<file path="src/rtl/tx_arb_pkg.sv">
// Shared types and sizing helpers for the tx_frame_arbiter slice.
package tx_arb_pkg;

    typedef enum logic [2:0] {
        HOLD,
        IDLE,
        START,
        SEND,
        GAP
    } state_t;

    function automatic int frame_len(input int signal_duration, input int frame_bits);
        return (signal_duration + 1) * frame_bits;
    endfunction

    // One counter serves both the frame and the gap, so size it for whichever is longer.
    function automatic int cnt_width(input int flen, input int gap);
        int m;
        m = (flen > gap) ? flen : gap;
        return $clog2(m + 1);
    endfunction

endpackage

</file>
<file path="src/rtl/tx_rr_pick.sv">
// Combinational one-hot winner selection; round-robin from ptr, or fixed lowest-index
// priority when TX_ARB_FIXED_PRIO_EN is defined (ptr is then ignored).
module tx_rr_pick #(
    parameter int NUM_REQ = 4
) (
    input  logic [NUM_REQ-1:0]         req,
    input  logic [$clog2(NUM_REQ)-1:0] ptr,
    output logic [NUM_REQ-1:0]         grant
);

`ifdef TX_ARB_FIXED_PRIO_EN
    logic found;

    always_comb begin
        grant = '0;
        found = 1'b0;
        for (int i = 0; i < NUM_REQ; i++) begin
            if (!found && req[i]) begin
                grant[i] = 1'b1;
                found    = 1'b1;
            end
        end
    end
`else
    logic found;
    int   idx;

    // Only the first set bit in search order is ever examined as a winner, so a
    // non-winning index later in the order cannot disturb the result.
    always_comb begin
        grant = '0;
        found = 1'b0;
        idx   = 0;
        for (int k = 0; k < NUM_REQ; k++) begin
            idx = int'(ptr) + k;
            if (idx >= NUM_REQ) idx = idx - NUM_REQ;
            for (int i = 0; i < NUM_REQ; i++) begin
                if (!found && (i == idx) && req[i]) begin
                    grant[i] = 1'b1;
                    found    = 1'b1;
                end
            end
        end
    end
`endif

endmodule

</file>
<file path="src/rtl/tx_frame_arbiter.sv">
// Round-robin sharing of one serial transmitter among NUM_REQ byte sources, with self-timed
// frame spacing. Define TX_ARB_FIXED_PRIO_EN for fixed lowest-index priority.
module tx_frame_arbiter
    import tx_arb_pkg::*;
#(
    parameter int NUM_REQ         = 4,
    parameter int SIGNAL_DURATION = 1,
    parameter int FRAME_BITS      = 11,
    parameter int GAP_CYCLES      = 0
) (
    input  logic                       clk,
    input  logic                       rst,
    input  logic [NUM_REQ-1:0]         req,
    input  logic [8*NUM_REQ-1:0]       req_data,
    output logic [NUM_REQ-1:0]         ack,
    output logic                       tx_start,
    output logic [7:0]                 tx_data,
    output logic [$clog2(NUM_REQ)-1:0] grant_id,
    output logic                       busy
);

    localparam int FRAME_LEN = frame_len(SIGNAL_DURATION, FRAME_BITS);
    localparam int CW        = cnt_width(FRAME_LEN, GAP_CYCLES);
    localparam int IDW       = $clog2(NUM_REQ);

    localparam logic [CW-1:0]  FRAME_LAST = CW'(FRAME_LEN - 1);
    localparam logic [CW-1:0]  GAP_LAST   = CW'((GAP_CYCLES > 0) ? GAP_CYCLES - 1 : 0);
    localparam logic [IDW-1:0] LAST_ID    = IDW'(NUM_REQ - 1);

    state_t             state;
    logic [CW-1:0]      cnt;
    logic [NUM_REQ-1:0] win;
    logic [IDW-1:0]     win_id;
    logic [7:0]         win_data;
    logic [IDW-1:0]     ptr;

`ifdef TX_ARB_FIXED_PRIO_EN
    assign ptr = '0;
`endif

    tx_rr_pick #(
        .NUM_REQ(NUM_REQ)
    ) u_pick (
        .req  (req),
        .ptr  (ptr),
        .grant(win)
    );

    always_comb begin
        win_id   = '0;
        win_data = '0;
        for (int i = 0; i < NUM_REQ; i++) begin
            if (win[i]) begin
                win_id   = IDW'(i);
                win_data = req_data[8*i +: 8];
            end
        end
    end

    always_ff @(posedge clk or posedge rst) begin
        if (rst) begin
            state    <= HOLD;
            cnt      <= FRAME_LAST;
            ack      <= '0;
            tx_start <= 1'b0;
            tx_data  <= '0;
            grant_id <= '0;
            busy     <= 1'b1;
`ifndef TX_ARB_FIXED_PRIO_EN
            ptr      <= '0;
`endif
        end else begin
            ack      <= '0;
            tx_start <= 1'b0;
            case (state)
                // The transmitter is not reset with us; let any frame in flight finish.
                HOLD: begin
                    if (cnt == '0) begin
                        state <= IDLE;
                        busy  <= 1'b0;
                    end else begin
                        cnt <= cnt - 1'b1;
                    end
                end
                IDLE: begin
                    if (|win) begin
                        ack      <= win;
                        tx_data  <= win_data;
                        grant_id <= win_id;
`ifndef TX_ARB_FIXED_PRIO_EN
                        ptr      <= (win_id == LAST_ID) ? '0 : win_id + 1'b1;
`endif
                        state    <= START;
                        busy     <= 1'b1;
                    end
                end
                START: begin
                    tx_start <= 1'b1;
                    cnt      <= FRAME_LAST;
                    state    <= SEND;
                end
                SEND: begin
                    if (cnt == '0) begin
                        if (GAP_CYCLES > 0) begin
                            state <= GAP;
                            cnt   <= GAP_LAST;
                        end else begin
                            state <= IDLE;
                            busy  <= 1'b0;
                        end
                    end else begin
                        cnt <= cnt - 1'b1;
                    end
                end
                GAP: begin
                    if (cnt == '0) begin
                        state <= IDLE;
                        busy  <= 1'b0;
                    end else begin
                        cnt <= cnt - 1'b1;
                    end
                end
                default: begin
                    state <= HOLD;
                    cnt   <= FRAME_LAST;
                    busy  <= 1'b1;
                end
            endcase
        end
    end

endmodule

</file>
<file path="config.mk">
export PLATFORM = sky130hd
export DESIGN_NAME = tx_frame_arbiter
export DESIGN_NICKNAME = d
export VERILOG_FILES = /design/src/rtl/tx_arb_pkg.sv /design/src/rtl/tx_rr_pick.sv /design/src/rtl/tx_frame_arbiter.sv
export SDC_FILE = /design/constraint.sdc
export NUM_CORES = 1
export LEC_CHECK = 0
export ABC_AREA = 1
export ABC_CLOCK_PERIOD_IN_PS = 5500
export CORE_UTILIZATION = 49
export CTS_CLUSTER_DIAMETER = 40
export DETAILED_ROUTE_END_ITERATION = 16
export PLACE_DENSITY_LB_ADDON = 0.05
export SLEW_MARGIN = 0
export SYNTH_ARGS = -nofsm -noshare
export SYNTH_HDL_FRONTEND = slang
export SYNTH_SLANG_ARGS = --single-unit
</file>
<file path="constraint.sdc">
create_clock -name clk -period 5.5 [get_ports clk]
set_clock_uncertainty 0.05 [all_clocks]
set_input_delay 1.65 -clock clk [delete_from_list [all_inputs] [get_ports clk]]
set_output_delay 1.65 -clock clk [all_outputs]
set_load 0.01 [all_outputs]
</file>
# Word level (Yosys, flattened, before mapping)
# Index checks and enable logic that the tools add are counted.
# word_totals
ff_bits	26
latchBits	0
mem_bits_rw	0
rom_bits	0
out_inout_bits	16
elab_cells	154
n_memories	0
# op_classes
addsub	9
mul	0
n_div	0
magnitude_cmp	4
n_eq_ne	20
shift	0
muxes	53
bitwise_logic	2
n_reduce_logical	58
# ops
operator	count
equality test 3 x 32 -> 1 bit, first input constant	8
equality test 2 x 32 -> 1 bit, first input constant	4
zero test 32 bit	4
two-way mux 32 bit	4
>= comparator 32 x 4 -> 1 bit, second input constant	3
subtractor 32 x 4 -> 32 bit, second input constant	3
two-way mux 1 bit	34
two-way mux 8 bit	4
logical AND 1 bit	31
zero test 1 bit	15
case mux 5 bit (2 select lines)	1
case mux 3 bit (3 select lines)	1
two-way mux 4 bit	2
adder 2 x 2 -> 3 bit, second input constant	2
equality test 3 x 2 -> 1 bit, second input constant	2
two-way mux 2 bit	3
two-way mux 3 bit	2
AND reduction 2 bit	3
zero test 5 bit	1
two-way mux 5 bit	1
subtractor 5 x 1 -> 5 bit, second input constant	1
inequality test 2 bit, second input constant	2
OR reduction 4 bit	1
subtractor 2 x 3 -> 4 bit, second input constant	1
12 further kinds	13

# Depth between registers and ports, before layout
# Gate-level depths: netlist of the first run.
# depth
ltp_word	68
ltp_mapped	16

# By module
# Synthesis of the first run repeated with hierarchy kept, for this count alone.
# unflattened
hier_cells	238
area_unflattened_um2	1641.6
# modules_own_cells
mod	n_inst	cells_each	area_each_um2	seq_area_each_um2
tx_frame_arbiter	1	182	1341.3	630.6
tx_rr_pick	1	56	300.3	0.0

# Worst setup path after synthesis of the first run
# Ideal clock, no wire load.
# synth_path
path_kind	input to register
start	input port req[3]
end	register grant_id[0]
setup_time_ps	121
arrival_time_ps	3108
slack_ps	2220
path_stages	15
path_cell_list	nand3_1 nand2_1 nor2_4 nand4_2 nor2_4 nand4_4 nor2_4 nand4_2 nand2_4 nor2_4 nand2_2 nand2_4 buf_6 nand2_2 o21ai_2
# synth_via
elab_chain_cells	52
elab_cells_between_ends	67
cone_classes	mux (28); reduce/logical (39)
# synth_lines
element	line	rtl
start, declared	tx_frame_arbiter.sv:13	input logic [NUM_REQ-1:0] req,
logical AND 1 bit	tx_rr_pick.sv:38	if (!found && (i == idx) && req[i]) begin
two-way mux 1 bit	tx_rr_pick.sv:38	
zero test 1 bit	tx_rr_pick.sv:38	
logical AND 1 bit (2 in a row)	tx_rr_pick.sv:38	
two-way mux 1 bit	tx_rr_pick.sv:38	
zero test 1 bit	tx_rr_pick.sv:38	
logical AND 1 bit (2 in a row)	tx_rr_pick.sv:38	
two-way mux 1 bit	tx_rr_pick.sv:38	
[32 not listed]	-	
zero test 1 bit	tx_rr_pick.sv:38	
logical AND 1 bit (2 in a row)	tx_rr_pick.sv:38	
two-way mux 1 bit	tx_rr_pick.sv:38	
zero test 1 bit	tx_rr_pick.sv:38	
logical AND 1 bit (2 in a row)	tx_rr_pick.sv:38	
two-way mux 1 bit	tx_rr_pick.sv:38	
OR reduction 4 bit	tx_frame_arbiter.sv:86	if (|win) begin
AND reduction 2 bit (no source line)	-	
end signal, assigned	tx_frame_arbiter.sv:89	grant_id <= win_id;
end, declared	tx_frame_arbiter.sv:18	output logic [$clog2(NUM_REQ)-1:0] grant_id,
# Parallel ways exist; a longest one is shown, timed or not.
# A chain may end at the register's enable or synchronous reset.

# Worst setup path after layout of the first run
# layout_path
start	input port req[1]
end	register ptr[0]
# layout_via
elab_chain_cells	61
elab_cells_between_ends	80
cone_classes	add/sub (1); eq/ne (1); mux (33); reduce/logical (45)
# layout_lines
element	line	rtl
logical AND 1 bit	tx_rr_pick.sv:38	
two-way mux 1 bit	tx_rr_pick.sv:38	
zero test 1 bit	tx_rr_pick.sv:38	
logical AND 1 bit (2 in a row)	tx_rr_pick.sv:38	
two-way mux 1 bit	tx_rr_pick.sv:38	
zero test 1 bit	tx_rr_pick.sv:38	
logical AND 1 bit (2 in a row)	tx_rr_pick.sv:38	
two-way mux 1 bit	tx_rr_pick.sv:38	
[41 not listed]	-	
logical AND 1 bit (2 in a row)	tx_rr_pick.sv:38	
two-way mux 1 bit	tx_rr_pick.sv:38	
zero test 1 bit	tx_rr_pick.sv:38	
logical AND 1 bit (2 in a row)	tx_rr_pick.sv:38	
two-way mux 1 bit	tx_rr_pick.sv:38	
two-way mux 2 bit	tx_frame_arbiter.sv:53	if (win[i]) begin
adder 2 x 1 -> 2 bit or equality test 2 bit (tied branches)	tx_frame_arbiter.sv:91	ptr <= (win_id == LAST_ID) ? '0 : win_id + 1'b1;
two-way mux 2 bit	tx_frame_arbiter.sv:91	
end signal, assigned	tx_frame_arbiter.sv:91	
end, declared	tx_frame_arbiter.sv:35	logic [IDW-1:0] ptr;
# Parallel ways exist; a longest one is shown, timed or not.

==> results.cfg, run 1 <==
[outcome]
run_status = finished, final reports clean

[detailed_routing]
drt_iter0_markers = 110
drc = 0
vias = 1597
antenna_left = 0
post_drt_wl_per_cell_um = 11.39
drt_pass1_iterations = 4
drt-total-wl_um = 3633
viasPerCell = 5.006

[sta]
hold_viol = 0
finalWorstSetupSlack_ns = 1.584
tightest_slew_ns = 0.8873
relSlewSlack_pct = 40.78
fin_setup_tns_ns = 0
slew_violations = 0
setup_violations = 0
period_share_pct = 71.19
clock.fmax_mhz = 255.4
period_needed_ns = 3.916
rsz0062_at_grt = no

[floorplan]
dieArea_mm2 = 0.003610
die_height_um = 60.08
io_pins = 54
start_util_pct = 52.84
core_mm2 = 0.003128
die_w_um = 60.08
rows = 20

[layout]
synthToLayoutAreaGrowth_pct = 35.88
fin_cells = 319
multi_input_area_um2 = 894.6
fillCellCount = 257
seq_area_um2 = 630.6
antenna_cells = 0
final_nets = 319
layout-drive-gt1-share_pct = 10.55

[synth]
netlist.top_cell.by_area = dfrtp_1
syn_avg_cell_area_um2 = 7.513
yosys-top-cells-area = dfrtp_1 (32%), nand2_1 (17%), dfstp_2 (6.4%), inv_1 (6.4%), nand3_1 (4.5%)
yosysSeqAreaShare_pct = 38.15
yosysTopAreaCellShare_pct = 31.79
syn-cell-area_mm2 = 0.001653
syn_nets = 263
synth_seq_cells = 25
synth_cell_types = 29
ys_warn_count = 0
syn_inst = 220

[pwr]
vdd_drop_max_mv = 0.3379
p_leak_nw = 1.039
p_per_area_mw_per_mm2 = 552.2
finalPower_mw = 1.240

[clock_network]
post_cts_buffers = 0
ctsResizeCount = 0
cts_max_level = 1
path_clk_slew_ns = 0.13
cts_hold_buf = 0
clk_latency_ns = 0.31
cts_buffers = 3
clock_path_buffers = 2
cts_tree = done
cts_root_buffer = clkbuf_4
cts.sinks = 25

[global_route]
grt_pass1_wl_um = 6051
antenna_found_initial = 0
grtUsageTotal_pct = 22.10
grt_pass1_vias = 1456
grt.overflow.total = 0
grt_max_degree = 26

[critical_path]
cp.arrival_ns = 4.12
crit_required_ns = 5.70
crit_chain = clkdlybuf4s50_1 > nand3_1 > nand2_2 > nor2_4 > nand4_2 > nor2_4 > nand4_4 > nor2_4 > nand3_1 > nand2_1 > nor2_2 > nand2_2 > nand2_4 > inv_2 > nand2_1 > o21ai_1
cpPeakStageDelay_ns = 0.53
critPathKind = in -> reg
crit_slowest_cell = clkdlybuf4s50_1
cp-start-kind = primary input
endpoint_kind = flop
crit_fanout = 17
path_common_cell = nor2_4

[run]
drv_cap = 0

[placement]
pre_cts_ws_ns = 1.261
dp_cells = 315
numPortBuffers = 53
place_congestion = 0.8758
hpwl_um = 2942

[hold_path]
holdCritPathClass = reg -> reg
## power by group
group	internal [mW]	leakage (nW)	switching [mW]
registers	0.277	0.312	0.0546
logic	0.327	0.712	0.500
clock network	0.0284	0.0150	0.0526
## layer usage
metal | track usage [%] | vias up | share of wire [%]
met1 | 29.91 | 731 | 46
li1 | - | 820 | -
met5 | 0 | - | 0
met2 | 37.94 | 44 | 50
met3 | 3.896 | 2 | 4.2
met4 | 2.326 | 0 | 0.11
## through the flow
step | util, % | hold slack (ns) | cell area [µm²]
6_report | 71.80 | 0.4289 | 2246
5_1_grt | 71.80 | 0.4448 | 2246
4_1_cts | 71.80 | 0.4374 | 2246
3_5_place_dp | 70.96 | 0.4210 | 2220
3_3_place_gp | 70.96 | 0.4011 | 2220
2_1_floorplan | - | 0.4175 | 1653
## worst max-delay path: cells and delay by family
family	cells	cell delay (ns)
buf+inv	2	0.69
compound gates	1	0.07
simple gates	13	1.70
## cells in the mapped netlist (all sizes together)
master and count:
nand4 13, a21oi 6, buf 2, nand3 16, nor3 3, o211ai 1, dfrtp 21, ha 5
dfstp 4, inv 29, o21ai 11, o211a 1, nand2 80, nand3b 1, nor3b 1, o31ai 2
nor2 24
## cell usage in the layout, fill, tap and decap left out, drive strengths merged
cell and instances:
inv 29, nor3 3, nor2 24, clkdlybuf4s50 53, o21ai 11, nand2 80
ha 5, o211a 1, o211ai 1, nand4 13, nand3b 1, dfrtp 21
o31ai 2, a21oi 6, nor3b 1, clkbuf 4, dfstp 4, nand3 16
## final cells by class
| type | instances | area share, % |
|---|---|---|
| timing repair buffer | 53 | 23.62 |
| inverter | 29 | 4.847 |
| multi-input combinational | 164 | 39.83 |
| sequential | 25 | 28.08 |
| tap | 44 | 2.451 |
| clock buffer | 4 | 1.170 |
## logic make-up after synthesis
kind of cell	after synthesis	synth area share, %
adders and majority gates	5	3.785
DFF	25	38.15
and+or+nand+nor	138	42.32
AOI/OAI and AO/OA	21	8.024
buffers and inverters	31	7.721
## state kept, by name (all words and copies together), names as in the netlist
name and count:
ack 4, busy 1, cnt 5, grant_id 2, ptr 2, state 2
tx_data 8, tx_start 1
## final timing paths
kind / startpoint / to / slack (ns) / depth (start not counted)
max reg2reg: ptr[1]$_DFFE_PP0P_ / ptr[0]$_DFFE_PP0P_ / 2.91 / 16
max in group asynchronous: rst / cnt[1]$_DFFE_PP0P_ / 3.09 / 2
min reg2reg: busy$_DFFE_PP1P_ / busy$_DFFE_PP1P_ / 0.43 / 2
max: req[1] / ptr[0]$_DFFE_PP0P_ / 1.58 / 16
min in group asynchronous: rst / ack[2]$_DFF_PP0_ / 1.77 / 2
min: busy$_DFFE_PP1P_ / busy$_DFFE_PP1P_ / 0.43 / 2
No activity file was read; power rests on OpenSTA's default activity.
==> run 2: changes to the inputs <==
ABC_CLOCK_PERIOD_IN_PS = 3750   (was 5500)
CORE_UTILIZATION = 46   (was 49)
clock period = 3.75 ns   (was 5.5 ns; I/O delays follow)
==> results.cfg, run 2 (synthesis results as in run 1) <==
[clock_network]
cts_buffers = 3
clock_path_buffers = 2
clk_latency_ns = 0.34
post_cts_buffers = 0
cts_hold_buf = 0
cts_root_buffer = clkbuf_4
ctsResizeCount = 0
cts_tree = done
path_clk_slew_ns = 0.16
cts.sinks = 25
cts_max_level = 1

[detailed_routing]
drt_pass1_iterations = 4
vias = 1598
drc = 0
post_drt_wl_per_cell_um = 11.61
antenna_left = 0
drt-total-wl_um = 3751
drt_iter0_markers = 115
viasPerCell = 4.947

[floorplan]
io_pins = 54
start_util_pct = 48.76
rows = 21
die_height_um = 61.94
die_w_um = 61.94
core_mm2 = 0.003390
dieArea_mm2 = 0.003837

[placement]
dp_cells = 319
place_congestion = 0.8436
numPortBuffers = 53
dpl_cell_area_mm2 = 0.002237
hpwl_um = 3019

[hold_path]
holdCritPathClass = reg -> reg
min_from = busy$_DFFE_PP1P_

[critical_path]
crit_chain = clkdlybuf4s50_1 > nand2_1 > nand2_2 > nor2_4 > nand4_2 > nor2_4 > nand4_4 > nor2_4 > nand4_4 > nand2_4 > nor2_4 > nand2_2 > nand2_4 > inv_2 > nand2_1 > o21ai_1
crit_required_ns = 3.96
crit_path_start = req[0]
cp-start-kind = primary input
endpoint_kind = flop
path_common_cell = nor2_4
path_delay_family = simple AND/OR/NAND/NOR gates
r2r-start = ptr[0]$_DFFE_PP0P_
critPathKind = in -> reg
cp.arrival_ns = 3.36
path_buf_inv = 2
crit_fanout = 17
cpPeakStageDelay_ns = 0.52
crit_slowest_cell = clkdlybuf4s50_1

[pwr]
p_per_area_mw_per_mm2 = 815.2
finalPower_mw = 1.848
vdd_drop_max_mv = 0.3640
p_leak_nw = 1.047

[sta]
tightest_slew_ns = 0.9463
period_needed_ns = 3.150
slew_violations = 0
setup_violations = 0
rsz0062_at_grt = no
hold_viol = 0
clock.fmax_mhz = 317.4
period_share_pct = 84.01
fin_setup_tns_ns = 0
relSlewSlack_pct = 36.84

[global_route]
grtUsageTotal_pct = 20.72
grt.overflow.total = 0
grt_pass1_vias = 1333
grt_max_degree = 26
grt_pass1_wl_um = 5809
antenna_found_initial = 0

[layout]
final_nets = 321
synthToLayoutAreaGrowth_pct = 37.17
antenna_cells = 0
top_regs = tx_data: 8 flops, cnt: 5 flops, ack: 4 flops
design_area_mm2 = 0.002267
fillCellCount = 295
seq_area_um2 = 630.6
largest_register_ffs = 8
multi_input_area_um2 = 894.6
final_common_cell = nand2_1
fin_cells = 323
post-route-util_pct = 66.89
layout.cells.most_common_list = nand2_1 (73), clkdlybuf4s50_1 (53), inv_1 (28)
layout-drive-gt1-share_pct = 11.55
regMostFlops = tx_data

[run]
drv_cap = 0

[outcome]
run_status = finished, final reports clean
run 2: cell type report:
| type | instances | share of cell area (%) |
|---|---|---|
| inverters | 29 | 4.801 |
| clock inverters | 1 | 0.3311 |
| well taps | 46 | 2.539 |
| multi-input cells | 164 | 39.46 |
| flip-flops and latches | 25 | 27.81 |
| clock buffers | 3 | 0.9934 |
| repair buffers | 55 | 24.06 |
run 2: path summary, 6_finish.rpt:
| path | endpoint | slack [ns] | cells past startpoint |
|---|---|---|---|
| setup / recovery | ptr[0]$_DFFE_PP0P_ | 0.60 | 16 |
| hold / removal | busy$_DFFE_PP1P_ | 0.43 | 2 |
| setup reg to reg | ptr[0]$_DFFE_PP0P_ | 1.30 | 16 |
| hold reg to reg | busy$_DFFE_PP1P_ | 0.43 | 2 |
| max in group asynchronous | grant_id[0]$_DFFE_PP0P_ | 1.84 | 2 |
| min in group asynchronous | tx_data[2]$_DFFE_PP0P_ | 1.23 | 2 |
run 2: worst reg2reg max path: stages (launching register included):
cell and delay (ns):
dfrtp_1 0.48, inv_1 0.13, nand3_1 0.10, nand2_1 0.10, nor2_4 0.14, nand4_2 0.12
nor2_4 0.16, nand4_4 0.10, nor2_4 0.17, nand4_4 0.11, nand2_4 0.15, nor2_4 0.07
nand2_2 0.07, nand2_4 0.13, inv_2 0.16, nand2_1 0.07, o21ai_1 0.07
run 2: power by group:
part           total, mW  internal (mW)  switching [mW]
registers          0.486          0.407          0.0788
logic               1.23          0.492           0.740
clock network      0.130         0.0409          0.0892
total               1.85          0.940           0.908
run 2: per-stage QoR:
step	hold slack (ns)	setup WS [ns]
5_1_grt	0.4393	0.3134
3_3_place_gp	0.4015	0.3210
3_5_place_dp	0.4089	0.2466
2_1_floorplan	0.4175	0.9954
6_report	0.4252	0.5998
4_1_cts	0.4268	0.5812
run 2: per-layer routing:
| layer | GRT usage (%) | vias to the layer above | part of all wire, % |
|---|---|---|---|
| met2 | 32.67 | 57 | 45 |
| met3 | 3.520 | 5 | 5.5 |
| met4 | 5.714 | 0 | 1.1 |
| met1 | 29.25 | 715 | 49 |
| met5 | 0 | - | 0 |
| li1 | - | 821 | - |
